<file path="config.mk">
export PLATFORM = sky130hd
export DESIGN_NAME = duplex
export DESIGN_NICKNAME = d
export VERILOG_FILES = /design/src/rtl/duplex_pkg.sv /design/src/rtl/duplex_baud_gen.sv /design/src/rtl/duplex.sv
export SDC_FILE = /design/constraint.sdc
export NUM_CORES = 1
export LEC_CHECK = 0
export ABC_AREA = 0
export BUFFER_PORTS_ARGS = -buffer_cell sky130_fd_sc_hd__buf_4
export CORE_UTILIZATION = 64
export CTS_BUF_LIST = sky130_fd_sc_hd__clkbuf_16
export DETAILED_ROUTE_END_ITERATION = 10
export GPL_TIMING_DRIVEN = 0
export PLACE_DENSITY = 0.84
export SLEW_MARGIN = 15
export SYNTH_ARGS = -nofsm -noshare
export SYNTH_HDL_FRONTEND = slang
export SYNTH_HIERARCHICAL = 1
export SYNTH_SLANG_ARGS = --single-unit
</file>
<file path="constraint.sdc">
create_clock -name clock -period 7.2 [get_ports clock]
set_clock_uncertainty 0.2 [all_clocks]
set_input_delay 0 -clock clock [delete_from_list [all_inputs] [get_ports clock]]
set_output_delay 0 -clock clock [all_outputs]
set_load 0.01 [all_outputs]
</file>
<file path="src/rtl/duplex_pkg.sv">
// rtl/duplex_pkg.sv - shared codes, state enums and parity helpers for the duplex UART
package duplex_pkg;

    localparam logic [1:0] BAUD_2400  = 2'b00;
    localparam logic [1:0] BAUD_4800  = 2'b01;
    localparam logic [1:0] BAUD_9600  = 2'b10;
    localparam logic [1:0] BAUD_19200 = 2'b11;

    // Code 2'b11 is also "no parity"; anything that is not odd/even disables it.
    localparam logic [1:0] PAR_NONE = 2'b00;
    localparam logic [1:0] PAR_ODD  = 2'b01;
    localparam logic [1:0] PAR_EVEN = 2'b10;

    localparam int ERR_PARITY      = 0;
    localparam int ERR_FALSE_START = 1;
    localparam int ERR_STOP        = 2;

    typedef enum logic [2:0] {
        TX_IDLE, TX_START, TX_DATA, TX_PARITY, TX_STOP, TX_DONE
    } tx_state_t;

    typedef enum logic [2:0] {
        RX_IDLE, RX_START, RX_DATA, RX_PARITY, RX_STOP
    } rx_state_t;

    function automatic logic parity_en(input logic [1:0] ptype);
        return (ptype == PAR_ODD) || (ptype == PAR_EVEN);
    endfunction

    function automatic logic parity_bit(input logic [1:0] ptype, input logic [7:0] data);
        return (ptype == PAR_ODD) ? ~^data : ^data;
    endfunction

endpackage

</file>
<file path="src/rtl/duplex_baud_gen.sv">
// rtl/duplex_baud_gen.sv - 16x oversample tick generator for a 2-bit baud code
module duplex_baud_gen
    import duplex_pkg::*;
#(
    parameter int CLK_FREQ = 50_000_000
) (
    input  logic       clock,
    input  logic       reset_n,
    input  logic       run,
    input  logic [1:0] baud,
    output logic       tick
);

    localparam int DIV_2400  = CLK_FREQ / (2400 * 16);
    localparam int DIV_4800  = CLK_FREQ / (4800 * 16);
    localparam int DIV_9600  = CLK_FREQ / (9600 * 16);
    localparam int DIV_19200 = CLK_FREQ / (19200 * 16);
    localparam int CW        = $clog2(DIV_2400 + 1);

    logic [CW-1:0] cnt;
    logic [CW-1:0] last;

    always_comb begin
        last = CW'(DIV_19200 - 1);
        case (baud)
            BAUD_2400:  last = CW'(DIV_2400 - 1);
            BAUD_4800:  last = CW'(DIV_4800 - 1);
            BAUD_9600:  last = CW'(DIV_9600 - 1);
            default:    last = CW'(DIV_19200 - 1);
        endcase
    end

    assign tick = run && (cnt == last);

    // Held at zero while idle so the first tick lands a full period after frame start.
    always_ff @(posedge clock) begin
        if (reset_n || !run || tick) begin
            cnt <= '0;
        end else begin
            cnt <= cnt + CW'(1);
        end
    end

endmodule

</file>
<file path="src/rtl/duplex.sv">
// rtl/duplex.sv - full-duplex UART top; DUPLEX_RX_SYNC_EN adds a 2-flop rx synchronizer
module duplex
    import duplex_pkg::*;
#(
    parameter int CLK_FREQ = 50_000_000
) (
    input  logic       clock,
    input  logic       reset_n,
    input  logic       send,
    input  logic [1:0] parity_type,
    input  logic [1:0] baud_rate,
    input  logic [7:0] data_transmit,
    input  logic       rx,
    output logic       tx,
    output logic       tx_active_flag,
    output logic       tx_done_flag,
    output logic       rx_active_flag,
    output logic       rx_done_flag,
    output logic [7:0] data_received,
    output logic [2:0] error_flag
);

    tx_state_t  tx_state;
    logic [7:0] tx_data;
    logic [1:0] tx_par;
    logic [1:0] tx_baud;
    logic [3:0] tx_ticks;
    logic [2:0] tx_bit;
    logic       tx_run;
    logic       tx_tick;
    logic       tx_bit_end;

    rx_state_t  rx_state;
    logic [7:0] rx_shift;
    logic [1:0] rx_par;
    logic [1:0] rx_baud;
    logic [3:0] rx_ticks;
    logic [2:0] rx_bit;
    logic       rx_par_bit;
    logic       rx_prev;
    logic       rx_s;
    logic       rx_run;
    logic       rx_tick;
    logic       rx_bit_end;

`ifdef DUPLEX_RX_SYNC_EN
    logic [1:0] rx_sync;
    always_ff @(posedge clock) begin
        if (reset_n) begin
            rx_sync <= 2'b11;
        end else begin
            rx_sync <= {rx_sync[0], rx};
        end
    end
    assign rx_s = rx_sync[1];
`else
    assign rx_s = rx;
`endif

    assign tx_run     = (tx_state != TX_IDLE) && (tx_state != TX_DONE);
    assign tx_bit_end = tx_tick && (tx_ticks == 4'd15);
    assign rx_run     = (rx_state != RX_IDLE);
    assign rx_bit_end = rx_tick && (rx_ticks == 4'd15);

    duplex_baud_gen #(.CLK_FREQ(CLK_FREQ)) u_tx_baud (
        .clock   (clock),
        .reset_n (reset_n),
        .run     (tx_run),
        .baud    (tx_baud),
        .tick    (tx_tick)
    );

    duplex_baud_gen #(.CLK_FREQ(CLK_FREQ)) u_rx_baud (
        .clock   (clock),
        .reset_n (reset_n),
        .run     (rx_run),
        .baud    (rx_baud),
        .tick    (rx_tick)
    );

    always_ff @(posedge clock) begin
        if (reset_n) begin
            tx_state       <= TX_IDLE;
            tx             <= 1'b1;
            tx_active_flag <= 1'b0;
            tx_done_flag   <= 1'b1;
            tx_data        <= '0;
            tx_par         <= PAR_NONE;
            tx_baud        <= BAUD_2400;
            tx_ticks       <= '0;
            tx_bit         <= '0;
        end else begin
            if (tx_tick) begin
                tx_ticks <= tx_ticks + 4'd1;
            end
            case (tx_state)
                TX_IDLE: begin
                    if (send) begin
                        tx_data        <= data_transmit;
                        tx_par         <= parity_type;
                        tx_baud        <= baud_rate;
                        tx_ticks       <= '0;
                        tx_state       <= TX_START;
                        tx             <= 1'b0;
                        tx_active_flag <= 1'b1;
                        tx_done_flag   <= 1'b0;
                    end
                end
                TX_START: begin
                    if (tx_bit_end) begin
                        tx_state <= TX_DATA;
                        tx_bit   <= '0;
                        tx       <= tx_data[0];
                    end
                end
                TX_DATA: begin
                    if (tx_bit_end) begin
                        if (tx_bit == 3'd7) begin
                            if (parity_en(tx_par)) begin
                                tx_state <= TX_PARITY;
                                tx       <= parity_bit(tx_par, tx_data);
                            end else begin
                                tx_state <= TX_STOP;
                                tx       <= 1'b1;
                            end
                        end else begin
                            tx_bit <= tx_bit + 3'd1;
                            tx     <= tx_data[tx_bit + 3'd1];
                        end
                    end
                end
                TX_PARITY: begin
                    if (tx_bit_end) begin
                        tx_state <= TX_STOP;
                        tx       <= 1'b1;
                    end
                end
                TX_STOP: begin
                    if (tx_bit_end) begin
                        tx_state       <= TX_DONE;
                        tx_active_flag <= 1'b0;
                        tx_done_flag   <= 1'b1;
                    end
                end
                // One forced idle clock so the user can swap data_transmit before resampling.
                TX_DONE: tx_state <= TX_IDLE;
                default: tx_state <= TX_IDLE;
            endcase
        end
    end

    always_ff @(posedge clock) begin
        if (reset_n) begin
            rx_state       <= RX_IDLE;
            rx_prev        <= 1'b1;
            rx_active_flag <= 1'b0;
            rx_done_flag   <= 1'b0;
            data_received  <= '0;
            error_flag     <= '0;
            rx_shift       <= '0;
            rx_par         <= PAR_NONE;
            rx_baud        <= BAUD_2400;
            rx_ticks       <= '0;
            rx_bit         <= '0;
            rx_par_bit     <= 1'b0;
        end else begin
            rx_prev      <= rx_s;
            rx_done_flag <= 1'b0;
            if (rx_tick) begin
                rx_ticks <= rx_ticks + 4'd1;
            end
            case (rx_state)
                RX_IDLE: begin
                    if (rx_prev && !rx_s) begin
                        rx_par   <= parity_type;
                        rx_baud  <= baud_rate;
                        rx_ticks <= '0;
                        rx_state <= RX_START;
                    end
                end
                RX_START: begin
                    // Half a bit in: a high line here means the falling edge was a glitch.
                    if (rx_tick && (rx_ticks == 4'd7)) begin
                        rx_ticks <= '0;
                        if (rx_s) begin
                            rx_state                    <= RX_IDLE;
                            error_flag[ERR_FALSE_START] <= 1'b1;
                        end else begin
                            rx_state       <= RX_DATA;
                            rx_active_flag <= 1'b1;
                            rx_bit         <= '0;
                        end
                    end
                end
                RX_DATA: begin
                    if (rx_bit_end) begin
                        rx_shift <= {rx_s, rx_shift[7:1]};
                        rx_bit   <= rx_bit + 3'd1;
                        if (rx_bit == 3'd7) begin
                            rx_state <= parity_en(rx_par) ? RX_PARITY : RX_STOP;
                        end
                    end
                end
                RX_PARITY: begin
                    if (rx_bit_end) begin
                        rx_par_bit <= rx_s;
                        rx_state   <= RX_STOP;
                    end
                end
                RX_STOP: begin
                    if (rx_bit_end) begin
                        rx_state                    <= RX_IDLE;
                        rx_active_flag              <= 1'b0;
                        rx_done_flag                <= 1'b1;
                        data_received               <= rx_shift;
                        error_flag[ERR_STOP]        <= ~rx_s;
                        error_flag[ERR_FALSE_START] <= 1'b0;
                        error_flag[ERR_PARITY]      <= parity_en(rx_par) &&
                                                       (rx_par_bit != parity_bit(rx_par, rx_shift));
                    end
                end
                default: rx_state <= RX_IDLE;
            endcase
        end
    end

endmodule

</file>
==> metrics.yaml, run 1 <==
worst_setup_path:
  worstSetupStartpointType: "flip-flop"
  critical_path_depth: 11
  critical-path-top-delay-family: "simple AND/OR/NAND/NOR gates"
  critPathCapture: "tx_state[2]"
  worstReg2RegEnd: "tx_state[2]"
  required_ps: 7260
  path_max_fanout: 10
  slowest_stage: "nor3_1"
  reg2regPathDepth: 11
  r2r_slack_ps: 3590
  worstPathCellList: "clkbuf_1 -> inv_1 -> nor2_1 -> o21ai_0 -> o211ai_1 -> nor3_1 -> nand4_2 -> a22oi_1 -> o21ai_1 -> or4_1 -> a21oi_1"
  cp.arrival_ps: 3660
  critPathKind: "flip-flop to flip-flop"
  crit_buf_inv: 2
  worstSetupEndpointType: "flip-flop"
  reg2reg_from: "tx_state[2]"
  slowest_delay_ps: 630
  crit_path_start: "tx_state[2]"
power:
  p_switching_uw: 272
  pwr-share-comb_pct: 12.8
  cellLeakagePower_nw: 2.01
  seqPwrFrac_pct: 46.7
  pwr-share-clk_pct: 40.5
  internal-power_uw: 775
  power_density_nw_per_um2: 209
  total_power_mw: 1.05
  p_sw_share_pct: 26.0
  vdd_drop_max_mv: 0.174
routing:
  vias: 3539
  vias_per_cell: 5.75
  remaining_drc_errors: 0
  drt-total-wl_um: 9100
  wire_per_inst_um: 14.8
  ant_nets: 0
  drt_iter0_markers: 177
  dr.pass1.iters: 4
synth:
  synth_flop_cell: "dfxtp_1"
  post-synth-top-count-cell: "dfxtp_1"
  synth_warnings: 6
  yosysTopAreaCell: "dfxtp_1"
  synth_edf_count: 0
  synthArstFlopShare_pct: 0
  synth_top_area_share_pct: 40.0
  ys_top_cells_by_count: "dfxtp_1, nor2_1, nand2_1"
  synth_cells: 472
  synth_fp_nets: 506
  syn_area_um2: 4200
  ys_ff_latch: 84
  seq_area_frac_synth_pct: 40.0
  ys_types: 58
  synth_area_leaders: "dfxtp_1, mux2i_1, xnor2_1"
  syn_avg_cell_area_um2: 8.90
cells_and_area:
  syn_to_final_growth_pct: 19.0
  antenna_cells: 0
  utilization_pct: 78.7
  final_nets: 567
  layout.cells.non_filler: 615
  drive_above_1_share_pct: 13.9
flow_run:
  maxCapViolCount: 0
clock_tree:
  post_cts.repair.setup_buffers: 0
  ctsResizeCount: 0
  cts-root-buf: "clkbuf_16"
  clock_path_buffers: 2
  cts_buffers: 9
  cts_hold_buffers: 20
  clk_latency_ps: 330
  tritoncts: "built"
  htree_levels: 3
  clock_sinks: 84
  path_clk_slew_ps: 60
global_routing:
  grt_max_degree: 16
  grtUsageTotal_pct: 27.5
  antenna_found_initial: 0
  grt_pass1_vias: 3503
  grt_pass1_wl_um: 15500
  grt_overflow: 0
floorplan:
  die_area_um2: 6890
  start_util_pct: 66.2
  core_um2: 6350
  dieHeight_um: 83.0
  io-pin-count: 32
  die_w_um: 83.0
  rows: 29
timing:
  slew_viol_final: 0
  rsz0062_at_grt: "false"
  hold_violations: 0
  setup_tns_ps: 0
  period_share_pct: 50.1
  min_period_ps: 3610
  fmax_ghz: 0.277
  setup_viol: 0
  slew-limit-headroom_pct: 52.5
  worst_pin_slew_ps: 708
placement:
  dp.cells: 579
  gp_congestion: 0.897
  place.detailed.hpwl_um: 6430
  io_buffers: 30
worst_hold_path:
  min_path_type: "primary input to flip-flop"
run_status:
  status: "completed"
[tightest hold or removal path: stages]
cell           delay (ps)
dlygate4sd3_1         540
buf_6                 130
or2_2                 100
[sequential cells by signal (all words and copies together) (netlist names), 4 cells and up]
register       flops
rx_shift           8
u_rx_baud/cnt     11
rx_ticks           4
tx_ticks           4
data_received      8
tx_data            8
u_tx_baud/cnt     11
[worst min path at each step]
stage,startpoint,endpoint,slack (ps),cells after the start
global route,rx,rx_prev,280,3
global placement,rx,rx_prev,40,2
floorplan,parity_type[1],tx_par[1],-60,2
finish,rx,rx_prev,270,3
CTS,rx,rx_prev,260,3
detailed placement,rx,rx_prev,40,2
[through the flow]
step	area, um^2	hold WS, ps	setup slack (ps)
after CTS	5000	259	3600
after global placement	4520	36.6	3760
final	5000	267	3590
after detailed placement	4520	35.2	3640
after floorplan	4200	-64.0	4090
after global routing	5000	284	3300
[power groups by stage]
stage | clock (mW) | sequential [mW] | combinational [mW]
after CTS | 0.429 | 0.489 | 0.133
final | 0.423 | 0.489 | 0.134
after detailed placement | 0 | 0.499 | 0.122
after floorplan | 0 | 0.497 | 0.0891
after global routing | 0.449 | 0.491 | 0.146
after global placement | 0 | 0.498 | 0.116
[cells by family after synthesis]
| logic type | count (synthesis) | share of synthesized area, % |
|---|---|---|
| buffers and inverters | 37 | 4.14 |
| adder cells (fa/ha/maj) | 18 | 5.36 |
| flip-flops | 84 | 40.0 |
| XOR/XNOR | 47 | 10.5 |
| AO/OA/AOI/OAI | 57 | 8.79 |
| AND/OR/NAND/NOR | 199 | 23.5 |
| multiplexers | 30 | 7.77 |
[cell type report]
type	count	area, um^2
flip-flops and latches	84	1680
plain buffers	20	110
clock inverters	7	50.0
repair buffers	50	425
inverters	17	63.8
fillers	429	1350
multi-input cells	351	2350
well taps	77	96.3
clock buffers	9	225
[layer usage]
| metal | share of wire, % | GRT usage (%) | vias to the layer above | routed length (um) |
|---|---|---|---|---|
| li1 | - | - | 1743 | - |
| met1 | 42 | 31.7 | 1683 | 3820 |
| met2 | 52 | 49.3 | 89 | 4700 |
| met3 | 3.5 | 4.08 | 24 | 317 |
| met4 | 2.9 | 13.9 | 0 | 268 |
| met5 | 0 | 0 | - | 0 |
[cells in the final DEF, fill, tap and decap left out, types with 3 or more instances in the layout]
cell type	Yosys	routed
mux2i_1	27	27
inv_1	17	17
or2_1	3	3
nand2b_1	5	5
or3_1	3	3
dfxtp_1	84	84
clkbuf_1	9	9
xnor2_1	30	30
nor3b_1	5	5
clkbuf_16	0	9
nor4_1	4	4
nor3_1	16	16
a21oi_1	28	28
xor2_1	15	15
nand3b_1	3	3
buf_6	3	3
clkinv_2	0	3
nand3_1	13	13
nor2_1	69	69
o21ai_0	8	8
buf_4	1	31
buf_2	7	7
and4_1	3	3
ha_1	18	18
dlygate4sd3_1	0	20
nor2b_1	3	3
nand2_1	45	45
nand4_1	7	7
Power figures use the tool's default switching activity.
==> inputs of run 2 (changes only) <==
Settings changed: CORE_UTILIZATION 64 to 54, PLACE_DENSITY 0.84 to 0.76.
Clock period 7.2 ns to 3.2 ns, I/O delays scaled along.
==> run 2 against run 1 <==
Compared with the run above:
- core utilization down 9.5 points
- setup slack worse by 3400 ps
- maximum frequency up 20%
- clock-buffer cell count unchanged
- routed wire length up 0.62%
- highest routed layer unchanged
==> metrics.yaml, run 2 (synthesis results as in run 1) <==
timing:
  hold_violations: 0  # unchanged
  slew-limit-headroom_pct: 61.4  # was 52.5%
  fmax_ghz: 0.333  # was 0.277 GHz
  setup_tns_ps: 0  # unchanged
  period_share_pct: 94.0  # was 50.1%
  slew_viol_final: 0  # unchanged
  timing.hold.ws_ps: 264  # was 267 ps
  setup_viol: 0  # unchanged
  min_period_ps: 3010  # was 3610 ps
  worst_pin_slew_ps: 578  # was 708 ps
global_routing:
  grt_pass1_vias: 3456  # was 3503
  grt_pass1_wl_um: 15800  # was 15500 um
  grt_overflow: 0  # unchanged
  antenna_found_initial: 0  # unchanged
  grtUsageTotal_pct: 24.0  # was 27.5%
  grt_max_degree: 14  # was 16
routing:
  drt-total-wl_um: 9150  # was 9100 um
  drt_iter0_markers: 179  # was 177
  wire_per_inst_um: 14.3  # was 14.8 um
  vias_per_cell: 5.49  # was 5.75
  vias: 3501  # was 3539
  ant_nets: 0  # unchanged
  dr.pass1.iters: 4  # unchanged
  remaining_drc_errors: 0  # unchanged
worst_hold_path:
  hold_depth: 2  # was 3
  hold_end: "tx_par[1]"  # was rx_prev
  min_path_type: "flip-flop to flip-flop"  # was primary input to flip-flop
  hp-start: "tx_par[1]"  # was rx
floorplan:
  dieHeight_um: 90.2  # was 83.0 um
  start_util_pct: 57.0  # was 66.2%
  rows: 31  # was 29
  core_um2: 7370  # was 6350 um^2
  io-pin-count: 32  # unchanged
  die_area_um2: 8140  # was 6890 um^2
  die_w_um: 90.2  # was 83.0 um
cells_and_area:
  syn_to_final_growth_pct: 21.4  # was 19.0%
  final_nets: 569  # was 567
  drive_above_1_share_pct: 14.7  # was 13.9%
  largestRegisters: "u_rx_baud/cnt: 11 flops, u_tx_baud/cnt: 11 flops"  # unchanged
  antenna_cells: 0  # unchanged
  mostFrequentLayoutCells: "dfxtp_1, nor2_1, nand2_1"  # unchanged
  fill_cells: 594  # was 429
  mostFrequentLayoutCell: "dfxtp_1"  # unchanged
  utilization_pct: 69.2  # was 78.7%
clock_tree:
  clock_sinks: 84  # unchanged
  clock_path_buffers: 2  # unchanged
  htree_levels: 3  # unchanged
  path_clk_slew_ps: 60  # about the same
  clk_latency_ps: 330  # about the same
  tritoncts: "built"  # unchanged
  cts-root-buf: "clkbuf_16"  # unchanged
  cts_buffers: 9  # unchanged
power:
  total_power_mw: 2.48  # was 1.05 mW
  vdd_drop_max_mv: 0.360  # was 0.174 mV
  cellLeakagePower_nw: 2.06  # was 2.01 nW
  power_density_nw_per_um2: 487  # was 209 nW/um^2
worst_setup_path:
  slowest_delay_ps: 490  # was 630 ps
  slowest_stage: "or4_1"  # was nor3_1
  reg2reg_from: "tx_state[2]"  # unchanged
  critPathKind: "flip-flop to flip-flop"  # unchanged
  worstReg2RegEnd: "tx_state[2]"  # unchanged
  worst_path_most_repeated_cell: "o21ai_1"
  cp.arrival_ps: 3070  # was 3660 ps
  worstPathCellList: "buf_1 -> inv_1 -> nor2_1 -> o21ai_1 -> o211ai_1 -> nor3_4 -> nand4_4 -> a22oi_1 -> o21ai_1 -> or4_1 -> a21oi_1"  # was clkbuf_1 -> inv_1 -> nor2_1 -> o21ai_0 -> o211ai_1 -> nor3_1 -> nand4_2 -> a22oi_1 -> o21ai_1 -> or4_1 -> a21oi_1
  required_ps: 3260  # was 7260 ps
  reg2regPathDepth: 11  # unchanged
  worstSetupEndpointType: "flip-flop"  # unchanged
  path_max_fanout: 10  # unchanged
  worstSetupStartpointType: "flip-flop"  # unchanged
  r2r_slack_ps: 190  # was 3590 ps
flow_run:
  maxCapViolCount: 0  # unchanged
placement:
  place.detailed.hpwl_um: 6060  # was 6430 um
  gp_congestion: 0.821  # was 0.897
  io_buffers: 30  # unchanged
run_status:
  status: "completed"  # unchanged
run 2: changes by cell type in the layout (fill, tap and decap cells not counted), moves of 2 or more:
cell,before,now
bufinv_16,0,2
inv_6,2,0
buf_4,31,35
dfxtp_1,84,82
dfxtp_2,0,2
clkinv_2,3,1
run 2: repair_timing:
| item | CTS | global route |
|---|---|---|
| setup buffers | 1 | 2 |
| pin swaps | 1 | 3 |
| gates resized for setup | 2 | 7 |
| hold buffers | 19 | 0 |
| endpoints found under the setup margin | 7 | 25 |
| hold endpoints to repair | 52 | 0 |
run 2: report_power, final:
group	internal (mW)	leakage, nW	switching, mW
clock	0.673	0.154	0.406
sequential	1.07	0.682	0.0270
combinational	0.140	1.22	0.162
total	1.89	2.06	0.595
run 2: metal layers:
| metal | share of wire, % | wire [um] | GRT usage [%] | vias to the layer above |
|---|---|---|---|---|
| met3 | 3.5 | 322 | 5.16 | 23 |
| met4 | 3.0 | 274 | 11.4 | 0 |
| met2 | 47 | 4310 | 39.8 | 81 |
| met1 | 46 | 4250 | 29.6 | 1654 |
| li1 | - | - | - | 1743 |
| met5 | 0 | 0 | 0 | - |
run 2: metrics by stage:
stage / area [um^2] / setup WS, ps / instances
floorplan: 4200 / 88.2 / 472
global placement: 4550 / -458 / 601
detailed placement: 4550 / -489 / 601
CTS: 5070 / 18.2 / 636
global route: 5100 / -4.44 / 638
finish: 5100 / 193 / 638
run 2: how the worst max path moves through the flow:
stage / from / end / slack, ps / cells past startpoint
floorplan: tx_baud[0] / tx_state[2] / 90 / 10
finish: tx_state[2] / tx_state[2] / 190 / 11
global route: rx_baud[0] / rx_state[1] / -4 / 11
global placement: tx_state[2] / tx_state[2] / -460 / 11
CTS: tx_baud[0] / tx_state[2] / 20 / 10
detailed placement: tx_state[2] / tx_state[2] / -490 / 11
run 2: layout make-up:
| type | count | area, um^2 | share of cell area (%) |
|---|---|---|---|
| Multi-Input combinational cell | 351 | 2370 | 46.5 |
| Inverter | 17 | 63.8 | 1.25 |
| Buffer | 20 | 113 | 2.21 |
| Tap cell | 99 | 124 | 2.43 |
| Timing Repair Buffer | 52 | 438 | 8.58 |
| Clock inverter | 6 | 81.3 | 1.59 |
| Sequential cell | 84 | 1680 | 33.0 |
| Clock buffer | 9 | 225 | 4.42 |
run 2: critical path: cells and delay by family (launching register included):
kind / cells / cell delay [ps]
DFF: 1 / 360
and+or+nand+nor: 4 / 1040
AOI/OAI and AO/OA: 5 / 940
buffers and inverters: 2 / 390
